[config.mk]
export PLATFORM = sky130hd
export DESIGN_NAME = sram_mem_controller
export DESIGN_NICKNAME = d
export VERILOG_FILES = /design/src/rtl/sram_mem_controller.sv
export SDC_FILE = /design/constraint.sdc
export NUM_CORES = 1
export LEC_CHECK = 0
export BUFFER_PORTS_ARGS = -buffer_cell sky130_fd_sc_hd__buf_4
export CAP_MARGIN = 5
export CORE_MARGIN = 3
export CORE_UTILIZATION = 50
export CTS_BUF_LIST = sky130_fd_sc_hd__clkbuf_2
export CTS_CLUSTER_DIAMETER = 150
export DETAILED_ROUTE_END_ITERATION = 10
export GPL_ROUTABILITY_DRIVEN = 1
export GPL_TIMING_DRIVEN = 0
export PLACE_DENSITY = 0.84
export SYNTH_ARGS = -nofsm -noshare
export SYNTH_HDL_FRONTEND = slang
export SYNTH_SLANG_ARGS = --single-unit
[constraint.sdc]
create_clock -name clk -period 4.7 [get_ports clk]
set_input_delay 0 -clock clk [delete_from_list [all_inputs] [get_ports clk]]
set_output_delay 0 -clock clk [all_outputs]
set_load 0.1 [all_outputs]
[src/rtl/sram_mem_controller.sv]
// Moves 32-bit MEM-stage loads/stores to a 16-bit asynchronous SRAM as two half-word phases
// (low half, then high half); ready stays low while an access is in flight.
module sram_mem_controller #(
    parameter int unsigned BASE_ADDR   = 1024,
    parameter int unsigned WAIT_CYCLES = 2,
    parameter int unsigned SRAM_AW     = 18
) (
    input  logic               clk,
    input  logic               rst,
    input  logic               MEM_R_EN,
    input  logic               MEM_W_EN,
    input  logic [31:0]        address,
    input  logic [31:0]        ST_val,
    output logic [31:0]        mem_out,
    output logic               ready,
    output logic [SRAM_AW-1:0] SRAM_ADDR,
    output logic [15:0]        SRAM_DQ_out,
    output logic               SRAM_DQ_oe,
    input  logic [15:0]        SRAM_DQ_in,
    output logic               SRAM_WE_N
);

    localparam int unsigned      CNT_W    = (WAIT_CYCLES > 1) ? $clog2(WAIT_CYCLES) : 1;
    localparam logic [CNT_W-1:0] CNT_LAST = CNT_W'(WAIT_CYCLES - 1);

    typedef enum logic [1:0] {
        S_IDLE = 2'd0,
        S_LOW  = 2'd1,
        S_HIGH = 2'd2,
        S_DONE = 2'd3
    } state_t;

    state_t             r_state, w_state_nxt;
    logic [CNT_W-1:0]   r_cnt, w_cnt_nxt;
    logic               r_wr, w_wr_nxt;
    logic [SRAM_AW-1:0] r_lo, w_lo_nxt;
    logic [15:0]        r_st_hi, w_st_hi_nxt;
    logic [31:0]        r_mem, w_mem_nxt;
    logic [SRAM_AW-1:0] r_addr, w_addr_nxt;
    logic [15:0]        r_dq, w_dq_nxt;
    logic               r_oe, w_oe_nxt;
    logic               r_we_n, w_we_n_nxt;

    logic               w_req;
    logic               w_last;
    logic [31:0]        w_off;
    logic [SRAM_AW-1:0] w_lo;

    assign w_req  = MEM_R_EN | MEM_W_EN;
    assign w_last = (r_cnt == CNT_LAST);
    // Half-word index of the word's low half; off[1:0] is dropped, result wraps to SRAM_AW bits.
    assign w_off  = address - 32'(BASE_ADDR);
    assign w_lo   = SRAM_AW'((w_off >> 1) & 32'hFFFF_FFFE);

    assign ready       = (r_state == S_DONE) | ((r_state == S_IDLE) & ~w_req);
    assign mem_out     = r_mem;
    assign SRAM_ADDR   = r_addr;
    assign SRAM_DQ_out = r_dq;
    assign SRAM_DQ_oe  = r_oe;
    assign SRAM_WE_N   = r_we_n;

    // Pin values are computed for the state being entered, so they line up with that state.
    always_comb begin
        w_state_nxt = r_state;
        w_cnt_nxt   = r_cnt;
        w_wr_nxt    = r_wr;
        w_lo_nxt    = r_lo;
        w_st_hi_nxt = r_st_hi;
        w_mem_nxt   = r_mem;
        w_addr_nxt  = r_addr;
        w_dq_nxt    = r_dq;
        w_oe_nxt    = 1'b0;
        w_we_n_nxt  = 1'b1;

        unique case (r_state)
            S_IDLE: begin
                if (w_req) begin
                    w_state_nxt = S_LOW;
                    w_cnt_nxt   = '0;
                    w_wr_nxt    = MEM_W_EN;
                    w_lo_nxt    = w_lo;
                    w_st_hi_nxt = ST_val[31:16];
                    w_addr_nxt  = w_lo;
                    if (MEM_W_EN) begin
                        w_dq_nxt   = ST_val[15:0];
                        w_oe_nxt   = 1'b1;
                        w_we_n_nxt = 1'b0;
                    end
                end
            end
            S_LOW: begin
                w_oe_nxt   = r_wr;
                w_we_n_nxt = ~r_wr;
                if (w_last) begin
                    w_state_nxt = S_HIGH;
                    w_cnt_nxt   = '0;
                    w_addr_nxt  = r_lo | SRAM_AW'(1);
                    if (r_wr) begin
                        w_dq_nxt = r_st_hi;
                    end else begin
                        w_mem_nxt[15:0] = SRAM_DQ_in;
                    end
                end else begin
                    w_cnt_nxt = r_cnt + CNT_W'(1);
                end
            end
            S_HIGH: begin
                if (w_last) begin
                    w_state_nxt = S_DONE;
                    w_cnt_nxt   = '0;
                    if (!r_wr) begin
                        w_mem_nxt[31:16] = SRAM_DQ_in;
                    end
                end else begin
                    w_cnt_nxt  = r_cnt + CNT_W'(1);
                    w_oe_nxt   = r_wr;
                    w_we_n_nxt = ~r_wr;
                end
            end
            S_DONE: begin
                w_state_nxt = S_IDLE;
            end
            default: begin
                w_state_nxt = S_IDLE;
            end
        endcase
    end

    always_ff @(posedge clk or negedge rst) begin
        if (!rst) begin
            r_state <= S_IDLE;
            r_cnt   <= '0;
            r_wr    <= 1'b0;
            r_lo    <= '0;
            r_st_hi <= '0;
            r_mem   <= '0;
            r_addr  <= '0;
            r_dq    <= '0;
            r_oe    <= 1'b0;
            r_we_n  <= 1'b1;
        end else begin
            r_state <= w_state_nxt;
            r_cnt   <= w_cnt_nxt;
            r_wr    <= w_wr_nxt;
            r_lo    <= w_lo_nxt;
            r_st_hi <= w_st_hi_nxt;
            r_mem   <= w_mem_nxt;
            r_addr  <= w_addr_nxt;
            r_dq    <= w_dq_nxt;
            r_oe    <= w_oe_nxt;
            r_we_n  <= w_we_n_nxt;
        end
    end

endmodule

==> key figures, run 1 <==
Status
  – Outcome: finished clean

Global route
  – Maximum number of pins on one net before global-route repair: 106
  – GRT Util Overall: 0.2504
  – Sum of overflow across all layers after global routing: 0
  – Initial antenna violation count: 0
  – Wire length of the first global-routing pass: 19760 um
  – Vias in the first global route: 3964

Floorplanning
  – Width of the chip: 100.7 um
  – Initial Util: 0.5296
  – Count of standard-cell rows: 33
  – Core Box Area: 8464 sq um
  – Die area: 10140 sq um
  – I/O Pins: 153
  – Chip height: 100.7 um

Placed design
  – Port Buf Inserts: 137
  – Half-perimeter wire length after detailed placement: 7655 um
  – Final weighted congestion in routability-driven placement: 0.8050

Synthesis
  – Top cells by area in the synthesized netlist: dfrtp_1, mux2_2, mux2i_1
  – Cell Area, Synth: 4483 sq um
  – Fraction of post-synthesis cell area in the top cell type by area: 0.5805
  – Distinct cell type count of the synthesized netlist: 36
  – Yosys reg bits: 105
  – Dominant register cell in the synthesized netlist: dfrtp_1
  – Fraction of registers with async set or reset after synthesis: 1.000
  – Largest area contributor in the netlist: dfrtp_1
  – Synthesis warning total: 0
  – Post-synth net total: 448
  – Sequential-to-total area share from yosys stat: 0.5864
  – Synthesized area per cell: 12.52 sq um
  – Synthesized instance count: 358
  – Number of enable-type register cells in the synthesized netlist: 0

Worst hold path
  – Min-delay worst type: in -> async

Setup path
  – Worst setup path category: reg -> out
  – Worst Path Max Fanout: 9
  – CP endpoint kind: output pin
  – R2r worst-path depth: 9
  – RR Startpoint: r_state[0]$_DFFE_PN0P_
  – R2R Setup Slk: 2.49 ns
  – Worst reg2reg endpoint: SRAM_ADDR[10]$_DFFE_PN0P_
  – Worst Path Required: 4.70 ns
  – Worst EP arrival: 2.46 ns
  – Nature of the critical path startpoint: register

Route
  – Vias per std cell: 5.325
  – Routed via count: 3674
  – Total Routed Length: 12120 um
  – WL/cell: 17.56 um
  – Remaining DRCs: 0
  – Residual antenna-violating net count after detailed routing: 0
  – TritonRoute pass-1 iters: 4
  – First-iteration detailed-routing DRC count: 127

Clock tree
  – Clock buffers created by TritonCTS: 9
  – Clock transition at the register clock pins on the worst setup and hold paths after CTS: 0.30 ns
  – Total number of clock tree sinks: 105
  – TritonCTS clock tree: done
  – Number of H-tree levels: 3
  – Worst skew pair latency: 0.56 ns
  – Largest buffer count on any clock path: 2
  – Post-CTS Setup Repair Bufs: 0
  – CTS root buf: clkbuf_2

Cells and area
  – Fill cells: 537
  – Area delta synth->final: 44.66%
  – Antenna Diode Count: 0
  – Number of nets in the layout: 670
  – Share of final-layout standard cells stronger than drive strength 1: 0.3829
  – Commonest cells after routing, fill and taps aside: buf_4, dfrtp_1, dlygate4sd3_1, mux2_2, nand2_1
  – Most common cell after layout, fill and taps aside: buf_4

STA
  – Final number of max-transition violations: 0
  – Max transition margin: 0.3670
  – Fmax: 406.4 MHz
  – Post-Route Setup TNS: 0 ns
  – Total of endpoints with negative setup slack in the final report: 0
  – Actual transition at the worst max-transition pin: 0.9495 ns
  – Hold Fails Final Rpt: 0
  – Clk_skew: 0.03210 ns
  – Final min period: 2.461 ns
  – Final worst path period share: 0.5235
  – Unrepaired setup endpoints after global routing: no

Job
  – Count of max-cap constraint violations: 0
worst max-delay path: stages, from the launching register on:
cell	delay, ns
dfrtp_1	0.48
inv_1	0.12
ha_1	0.15
buf_2	0.17
or3b_1	0.36
clkbuf_1	0.19
nand2b_1	0.16
buf_4	0.31
stage by stage:
step,utilization,instances,cell area [sq um],hold WS [ns],worst slack (ns)
2_1_floorplan,-,358,4483,-0.2956,2.332
3_3_place_gp,0.6667,600,5643,0.2242,2.631
3_5_place_dp,0.6667,600,5643,0.2283,2.514
4_1_cts,0.7657,690,6481,0.1369,2.215
5_1_grt,0.7661,690,6485,0.05694,2.057
6_report,0.7661,690,6485,0.04720,2.239
kinds of logic after synthesis:
group                      share of synthesized area
buffers and inverters                        0.02763
AOI/OAI and AO/OA                            0.07452
muxes                                         0.2040
DFF                                           0.5864
xor gates and xnor gates                     0.01368
adders and majority gates                    0.01675
and+or+nand+nor                              0.07703
worst max path at each step:
stage	from	endpoint	slack (ns)
finish	r_state[0]$_DFFE_PN0P_	ready	2.24
floorplan	r_state[0]$_DFFE_PN0P_	r_cnt$_DFFE_PN0P_	2.33
CTS	r_state[0]$_DFFE_PN0P_	ready	2.22
global route	r_state[0]$_DFFE_PN0P_	ready	2.06
detailed placement	r_state[0]$_DFFE_PN0P_	SRAM_ADDR[12]$_DFFE_PN0P_	2.51
global placement	r_state[0]$_DFFE_PN0P_	SRAM_ADDR[12]$_DFFE_PN0P_	2.63
layout make-up:
class / count / area, sq um / share of cell area
well taps: 105 / 131.4 / 0.02026
repair buffers: 211 / 1773 / 0.2734
plain buffers: 20 / 97.59 / 0.01505
clock buffers: 9 / 45.04 / 0.006946
inverters: 7 / 26.28 / 0.004052
flip-flops and latches: 105 / 2629 / 0.4054
multi-input cells: 226 / 1730 / 0.2668
clock inverters: 7 / 52.55 / 0.008103
sequential cells by signal (all words and copies together) (netlist names):
| register | cells |
|---|---|
| mem_out | 32 |
| SRAM_ADDR | 18 |
| r_lo | 17 |
| SRAM_DQ_out | 16 |
| r_st_hi | 16 |
| r_state | 2 |
| SRAM_DQ_oe | 1 |
| SRAM_WE_N | 1 |
| r_cnt | 1 |
| r_wr | 1 |
per-layer routing:
layer  vias to the layer above  global-route usage  wire length [um]
met5                         -                   0                 0
met4                         0             0.07772               242
met3                        25             0.06367               987
met2                       167              0.4258              6001
met1                      1788              0.3143              4887
li1                       1694                   -                 -
cell usage after synthesis, types with 3 or more instances:
cell and n:
nand2_1 28, mux2_2 48, mux2_1 11, nor3b_1 3
o21ai_1 6, o21ai_0 22, xnor2_1 6, clkbuf_1 4
mux2i_1 25, dfrtp_1 104, buf_2 15, nor2_1 25
ha_1 6, inv_1 6, a21oi_1 21
what timing repair did:
item                                   4_1_cts  5_1_grt
hold buffers                                74        0
endpoints found under the hold margin      206        0
gates resized for setup                      0        0
setup endpoints to repair                    0        0
Power of run 1 is left out: the tool's default activity adds up to more than one toggle a clock period on the data nets, which glitch-free logic cannot reach.
==> run 2, diff against run 1 <==
CORE_UTILIZATION = 47   (was 50)
PLACE_DENSITY = 0.83   (was 0.84)
clock period = 2 ns   (was 4.7 ns; I/O delays follow)
==> run 2 against run 1 <==
Compared with the run above: final area is 3.1% higher; global-route usage shrank 2.4 points; die area is 6.0% higher; flip-flop and latch count unchanged; final cell count up 4.5%; critical path depth down 2; core utilization decreased by 4.3 points; wire length down 1.2%; via count shrank 0.14%.
==> key figures, run 2 (synthesis gave the netlist of run 1 again) <==
Status
  – Outcome: finished clean

STA
  – Final min period: 1.924 ns
  – Post-route worst setup slack: 0.07573 ns (-2.164 ns)
  – Final number of max-transition violations: 0 (unchanged)
  – Fmax: 519.7 MHz
  – Min Hold Slack: 0.04811 ns (+0.0009079 ns)
  – Final worst path period share: 0.9621
  – Total of endpoints with negative setup slack in the final report: 0 (unchanged)
  – Max transition margin: 0.3787 (+0.01174)
  – Actual transition at the worst max-transition pin: 0.9319 ns (-0.01761 ns)
  – Clk_skew: 0.04134 ns (+0.009245 ns)
  – Unrepaired setup endpoints after global routing: yes
  – Hold Fails Final Rpt: 0 (unchanged)

Route
  – Routed length on met2: 6325 um (+5.4%)
  – Total Routed Length: 11980 um (-1.2%)
  – Met3 Routed Length: 800 um (-19%)
  – WL/cell: 16.61 um (-5.4%)
  – Highest metal layer with signal wires: met4
  – First-iteration detailed-routing DRC count: 130 (+2.4%)
  – Wl on met1: 4670 um (-4.4%)
  – TritonRoute pass-1 iters: 6 (+2)
  – Vias per std cell: 5.089 (-4.4%)
  – Remaining DRCs: 0 (unchanged)
  – Residual antenna-violating net count after detailed routing: 0 (unchanged)
  – Routed via count: 3669 (-0.14%)

Cells and area
  – Share of final-layout standard cells stronger than drive strength 1: 0.4088 (+0.02588)
  – Area delta synth->final: 49.09%
  – Multi-input gate area in the final layout: 1770 sq um (+2.3%)
  – Number of nets in the layout: 679 (+1.3%)
  – Max FFs per register: 32 (unchanged)
  – Fill cells: 607 (+13%)
  – Antenna Diode Count: 0 (unchanged)
  – Most common cell after layout, fill and taps aside: buf_4
  – Commonest cells after routing, fill and taps aside: buf_4, dfrtp_1, dlygate4sd3_1, mux2_2, nand2_1
  – Storage cell area: 2629 sq um (unchanged)

Clock tree
  – Clock buffers created by TritonCTS: 9 (unchanged)
  – Total number of clock tree sinks: 105 (unchanged)
  – Number of H-tree levels: 3 (unchanged)
  – Worst skew pair latency: 0.57 ns (about the same)
  – Clock transition at the register clock pins on the worst setup and hold paths after CTS: 0.29 ns (about the same)
  – TritonCTS clock tree: done
  – Largest buffer count on any clock path: 2 (unchanged)
  – CTS root buf: clkbuf_2

Setup path
  – Slowest library cell on the worst path: dfrtp_1
  – CP cell instances: inv_2 -> ha_4 -> or3b_4 -> nand2b_4 -> buf_12
  – CP endpoint kind: output pin
  – Worst EP arrival: 1.92 ns (-0.54 ns)
  – Nature of the critical path startpoint: register
  – Worst Path Max Fanout: 7 (-2)
  – R2R Setup Slk: 0.08 ns (-2.41 ns)
  – Largest stage delay on the critical path: 0.45 ns (-0.03 ns)
  – Count of buffering cells on the critical path with inverters included: 2 (-2)
  – Crit-path leading delay family: simple AND/OR/NAND/NOR gates
  – Worst reg2reg endpoint: r_state[1]$_DFFE_PN0P_
  – Worst setup path category: reg -> out
  – R2r worst-path depth: 7 (-2)
  – RR Startpoint: r_state[0]$_DFFE_PN0P_
  – Worst Path Required: 2.00 ns (-2.70 ns)

Global route
  – Wire length of the first global-routing pass: 19740 um (-0.11%)
  – GRT Util Overall: 0.2267 (-0.02373)
  – Sum of overflow across all layers after global routing: 0 (unchanged)
  – Vias in the first global route: 3996 (+0.81%)
  – Initial antenna violation count: 0 (unchanged)
  – Maximum number of pins on one net before global-route repair: 106 (unchanged)

Placed design
  – Half-perimeter wire length after detailed placement: 7676 um (+0.28%)
  – Final weighted congestion in routability-driven placement: 0.7557 (-6.1%)
  – Port Buf Inserts: 137 (unchanged)
  – Post-Place Setup Slack: -0.1012 ns (-2.615 ns)

Floorplanning
  – Core Box Area: 9240 sq um (+9.2%)
  – Width of the chip: 103.7 um (+3.0%)
  – Chip height: 103.7 um (+3.0%)
  – Die area: 10750 sq um (+6.0%)
  – I/O Pins: 153 (unchanged)
  – Count of standard-cell rows: 35 (+6.1%)
  – Initial Util: 0.4852 (-0.04447)

Worst hold path
  – Min-delay worst type: in -> async

Job
  – Count of max-cap constraint violations: 0 (unchanged)
==> run 2: per-layer routing <==
layer  global-route usage  vias up
met1               0.2653     1813
met4              0.07217        0
met2               0.4131      144
met5                    0        -
li1                     -     1695
met3              0.05109       17
==> run 2: how the worst max path moves through the flow <==
stage	startpoint	end	depth (start not counted)
after global routing	r_state[1]$_DFFE_PN0P_	ready	5
after detailed placement	r_state[0]$_DFFE_PN0P_	SRAM_ADDR[12]$_DFFE_PN0P_	7
after global placement	r_state[0]$_DFFE_PN0P_	SRAM_ADDR[12]$_DFFE_PN0P_	7
final	r_state[1]$_DFFE_PN0P_	ready	5
after CTS	r_state[1]$_DFFE_PN0P_	ready	6
after floorplan	r_state[0]$_DFFE_PN0P_	r_cnt$_DFFE_PN0P_	7
==> run 2: worst reg2reg max path, delay by kind of cell, from the launching register on <==
kind | cells | cell delay (ns)
muxes | 1 | 0.36
and+or+nand+nor | 3 | 0.43
adders and majority gates | 1 | 0.23
DFF | 1 | 0.45
buffers and inverters | 2 | 0.39
==> run 2: layout make-up <==
cell class,count,share of cell area
sequential,105,0.3933
timing repair buffer,223,0.2802
multi-input combinational,226,0.2649
tap,129,0.02415
buffer,17,0.01460
clock inverter,5,0.01217
clock buffer,9,0.006739
inverter,7,0.003931
==> run 2: through the flow <==
| step | std cells | util | setup TNS (ns) | area [sq um] |
|---|---|---|---|---|
| final | 721 | 0.7234 | 0 | 6684 |
| after global routing | 721 | 0.7234 | -0.01417 | 6684 |
| after CTS | 716 | 0.7146 | -0.01644 | 6603 |
| after detailed placement | 624 | 0.6148 | -1.538 | 5680 |
| after global placement | 624 | 0.6148 | -0.5221 | 5680 |
| after floorplan | 358 | - | 0 | 4491 |
==> run 2: timing repair <==
action / CTS / global route
hold endpoints to repair: 209 / 0
endpoints found under the setup margin: 25 / 35
gates cloned: 0 / 0
gates resized for setup: 8 / 13
pin swaps: 0 / 1
setup buffers: 7 / 6
hold buffers: 73 / 0
Power of run 2 is left out for the same reason.
==> run 3, diff against run 2 <==
BUFFER_PORTS_ARGS = -buffer_cell sky130_fd_sc_hd__buf_2   (was -buffer_cell sky130_fd_sc_hd__buf_4)
==> run 3 against run 2 <==
Compared with the run above: setup slack lost 0.024 ns; non-clock buffer count grew 2; sequential share of layout area grew 1.9 points; fmax shrank 1.2%; global-route usage shrank 0.078 points; worst hold slack gained 0.15 ns; flip-flop and latch count is the same; highest routed layer unchanged.
==> key figures, run 3 (synthesis gave the netlist of run 1 again) <==
Route
  – TritonRoute pass-1 iters: 4 (-2)
  – Remaining DRCs: 0 (unchanged)
  – Routed via count: 3668 (-0.027%)
  – WL/cell: 16.05 um (-3.4%)
  – Vias per std cell: 5.059 (-0.58%)
  – Total Routed Length: 11640 um (-2.8%)
  – First-iteration detailed-routing DRC count: 207 (+59%)
  – Residual antenna-violating net count after detailed routing: 0 (unchanged)

Clock tree
  – Clock buffers created by TritonCTS: 9 (unchanged)
  – Total number of clock tree sinks: 105 (unchanged)
  – CTS root buf: clkbuf_2
  – Clock transition at the register clock pins on the worst setup and hold paths after CTS: 0.27 ns (-0.02 ns)
  – Worst skew pair latency: 0.55 ns (-0.02 ns)
  – Largest buffer count on any clock path: 2 (unchanged)
  – TritonCTS clock tree: done
  – Number of H-tree levels: 3 (unchanged)

Global route
  – GRT Util Overall: 0.2259 (-0.0007773)
  – Initial antenna violation count: 0 (unchanged)
  – Maximum number of pins on one net before global-route repair: 60 (-43%)
  – Wire length of the first global-routing pass: 19880 um (+0.70%)
  – Sum of overflow across all layers after global routing: 0 (unchanged)
  – Vias in the first global route: 4088 (+2.3%)

STA
  – Final worst path period share: 0.9743 (+0.01214)
  – Max transition margin: 0.6015 (+0.2227)
  – Hold Fails Final Rpt: 0 (unchanged)
  – Unrepaired setup endpoints after global routing: yes
  – Clk_skew: 0.02126 ns (-0.02008 ns)
  – Min Hold Slack: 0.1965 ns (+0.1484 ns)
  – Total of endpoints with negative setup slack in the final report: 0 (unchanged)
  – Final min period: 1.949 ns (+0.02429 ns)
  – Final number of max-transition violations: 0 (unchanged)
  – Fmax: 513.2 MHz (-1.2%)
  – Actual transition at the worst max-transition pin: 0.5938 ns (-0.3381 ns)

Floorplanning
  – I/O Pins: 153 (unchanged)
  – Initial Util: 0.4852 (unchanged)
  – Die area: 10750 sq um (unchanged)
  – Chip height: 103.7 um (unchanged)
  – Count of standard-cell rows: 35 (unchanged)
  – Width of the chip: 103.7 um (unchanged)
  – Core Box Area: 9240 sq um (unchanged)

Cells and area
  – Commonest cells after routing, fill and taps aside: buf_2, dfrtp_1, dlygate4sd3_1, mux2_2, nand2_1
  – Number of nets in the layout: 681 (+0.29%)
  – Most common cell after layout, fill and taps aside: buf_2
  – Final Instance Count excl. Fillers: 725 (+0.55%)
  – Layout Cell Area excl Fill: 6372 sq um (-4.7%)
  – Area delta synth->final: 42.14%
  – Share of final-layout standard cells stronger than drive strength 1: 0.4084 (about the same)
  – Max FFs per register: 32 (unchanged)

Setup path
  – Critical path origin: r_state[1]$_DFFE_PN0P_
  – Worst EP arrival: 1.95 ns (+0.03 ns)
  – Slowest library cell on the worst path: dfrtp_1
  – Worst setup path category: reg -> out
  – Worst Path Required: 2.00 ns (about the same)
  – RR Startpoint: r_state[1]$_DFFE_PN0P_
  – Last element of the critical path: ready
  – Number of stages on the worst setup path: 5 (unchanged)
  – R2r worst-path depth: 7 (unchanged)
  – Worst reg2reg endpoint: SRAM_DQ_out[4]$_DFFE_PN0P_
  – Worst Path Max Fanout: 7 (unchanged)
  – Largest stage delay on the critical path: 0.46 ns (about the same)
  – Nature of the critical path startpoint: register
  – CP endpoint kind: output pin
  – R2R Setup Slk: 0.10 ns (+0.02 ns)
  – Count of buffering cells on the critical path with inverters included: 2 (unchanged)
  – Crit-path leading delay family: simple AND/OR/NAND/NOR gates
  – CP cell instances: inv_2 -> ha_4 -> or3b_4 -> nand2b_4 -> buf_12

Worst hold path
  – Min-delay worst type: in -> reg

Placed design
  – Final weighted congestion in routability-driven placement: 0.7959 (+5.3%)
  – Placed Instances: 625 (+0.16%)
  – Half-perimeter wire length after detailed placement: 7454 um (-2.9%)
  – Port Buf Inserts: 137 (unchanged)
  – Post-detailed-placement cell area: 5368 sq um (-5.5%)

Status
  – Outcome: finished clean

Job
  – Count of max-cap constraint violations: 0 (unchanged)
run 3: changes by cell type in the layout (fill, tap and decap cells not counted), moves of 2 or more:
cell / delta
buf_2: +136
clkinvlp_4: +3
buf_4: -133
buf_16: +2
clkbuf_4: -2
run 3: layout make-up:
type	count	area [sq um]
Clock inverter	6	68.82
Fill cell	660	2868
Antenna cell	1	2.502
Tap cell	129	161.4
Sequential cell	105	2629
Inverter	7	26.28
Buffer	17	95.09
Timing Repair Buffer	225	1587
Multi-Input combinational cell	226	1758
Clock buffer	9	45.04
run 3: worst min-delay path by stage:
| stage | cells after the start | startpoint | slack [ns] | endpoint |
|---|---|---|---|---|
| floorplan | 0 | rst | -0.30 | SRAM_ADDR[0]$_DFFE_PN0P_ |
| global route | 3 | ST_val[20] | 0.16 | r_st_hi[4]$_DFFE_PN0P_ |
| finish | 3 | SRAM_DQ_in[7] | 0.20 | mem_out[7]$_DFFE_PN0P_ |
| detailed placement | 1 | rst | 0.05 | SRAM_DQ_out[12]$_DFFE_PN0P_ |
| CTS | 3 | ST_val[19] | 0.13 | r_st_hi[3]$_DFFE_PN0P_ |
| global placement | 2 | SRAM_DQ_in[12] | 0.22 | mem_out[12]$_DFFE_PN0P_ |
run 3: timing repair:
item / CTS / global route
hold endpoints to repair: 208 / 0
hold buffers: 74 / 0
setup endpoints to repair: 49 / 61
gates resized for setup: 11 / 8
pin swaps: 0 / 3
buffers inserted: 8 / 5
run 3: stage by stage:
stage,setup slack [ns],util,setup TNS (ns)
finish,0.05144,0.6896,0
global route,-0.04151,0.6894,-0.09244
CTS,-0.02366,0.6848,-0.02366
detailed placement,-0.1024,0.5809,-2.612
global placement,-0.1134,0.5777,-11.28
floorplan,0.1622,-,0
run 3: layer usage:
layer  global-route usage  routed length (um)  up-vias
li1                     -                   -     1709
met1               0.2621                4573     1789
met2               0.4075                6080      149
met3              0.05109                 765       21
met4              0.08547                 220        0
met5                    0                   0        -
run 3: worst register-to-register path, stage by stage (launching register included):
cell and delay [ns]:
dfrtp_1 0.46, inv_2 0.11, ha_1 0.28, nor2_1 0.10, a211oi_2 0.35, buf_2 0.32
nor2_1 0.07, a21oi_1 0.14
Power of run 3 is left out for the same reason.
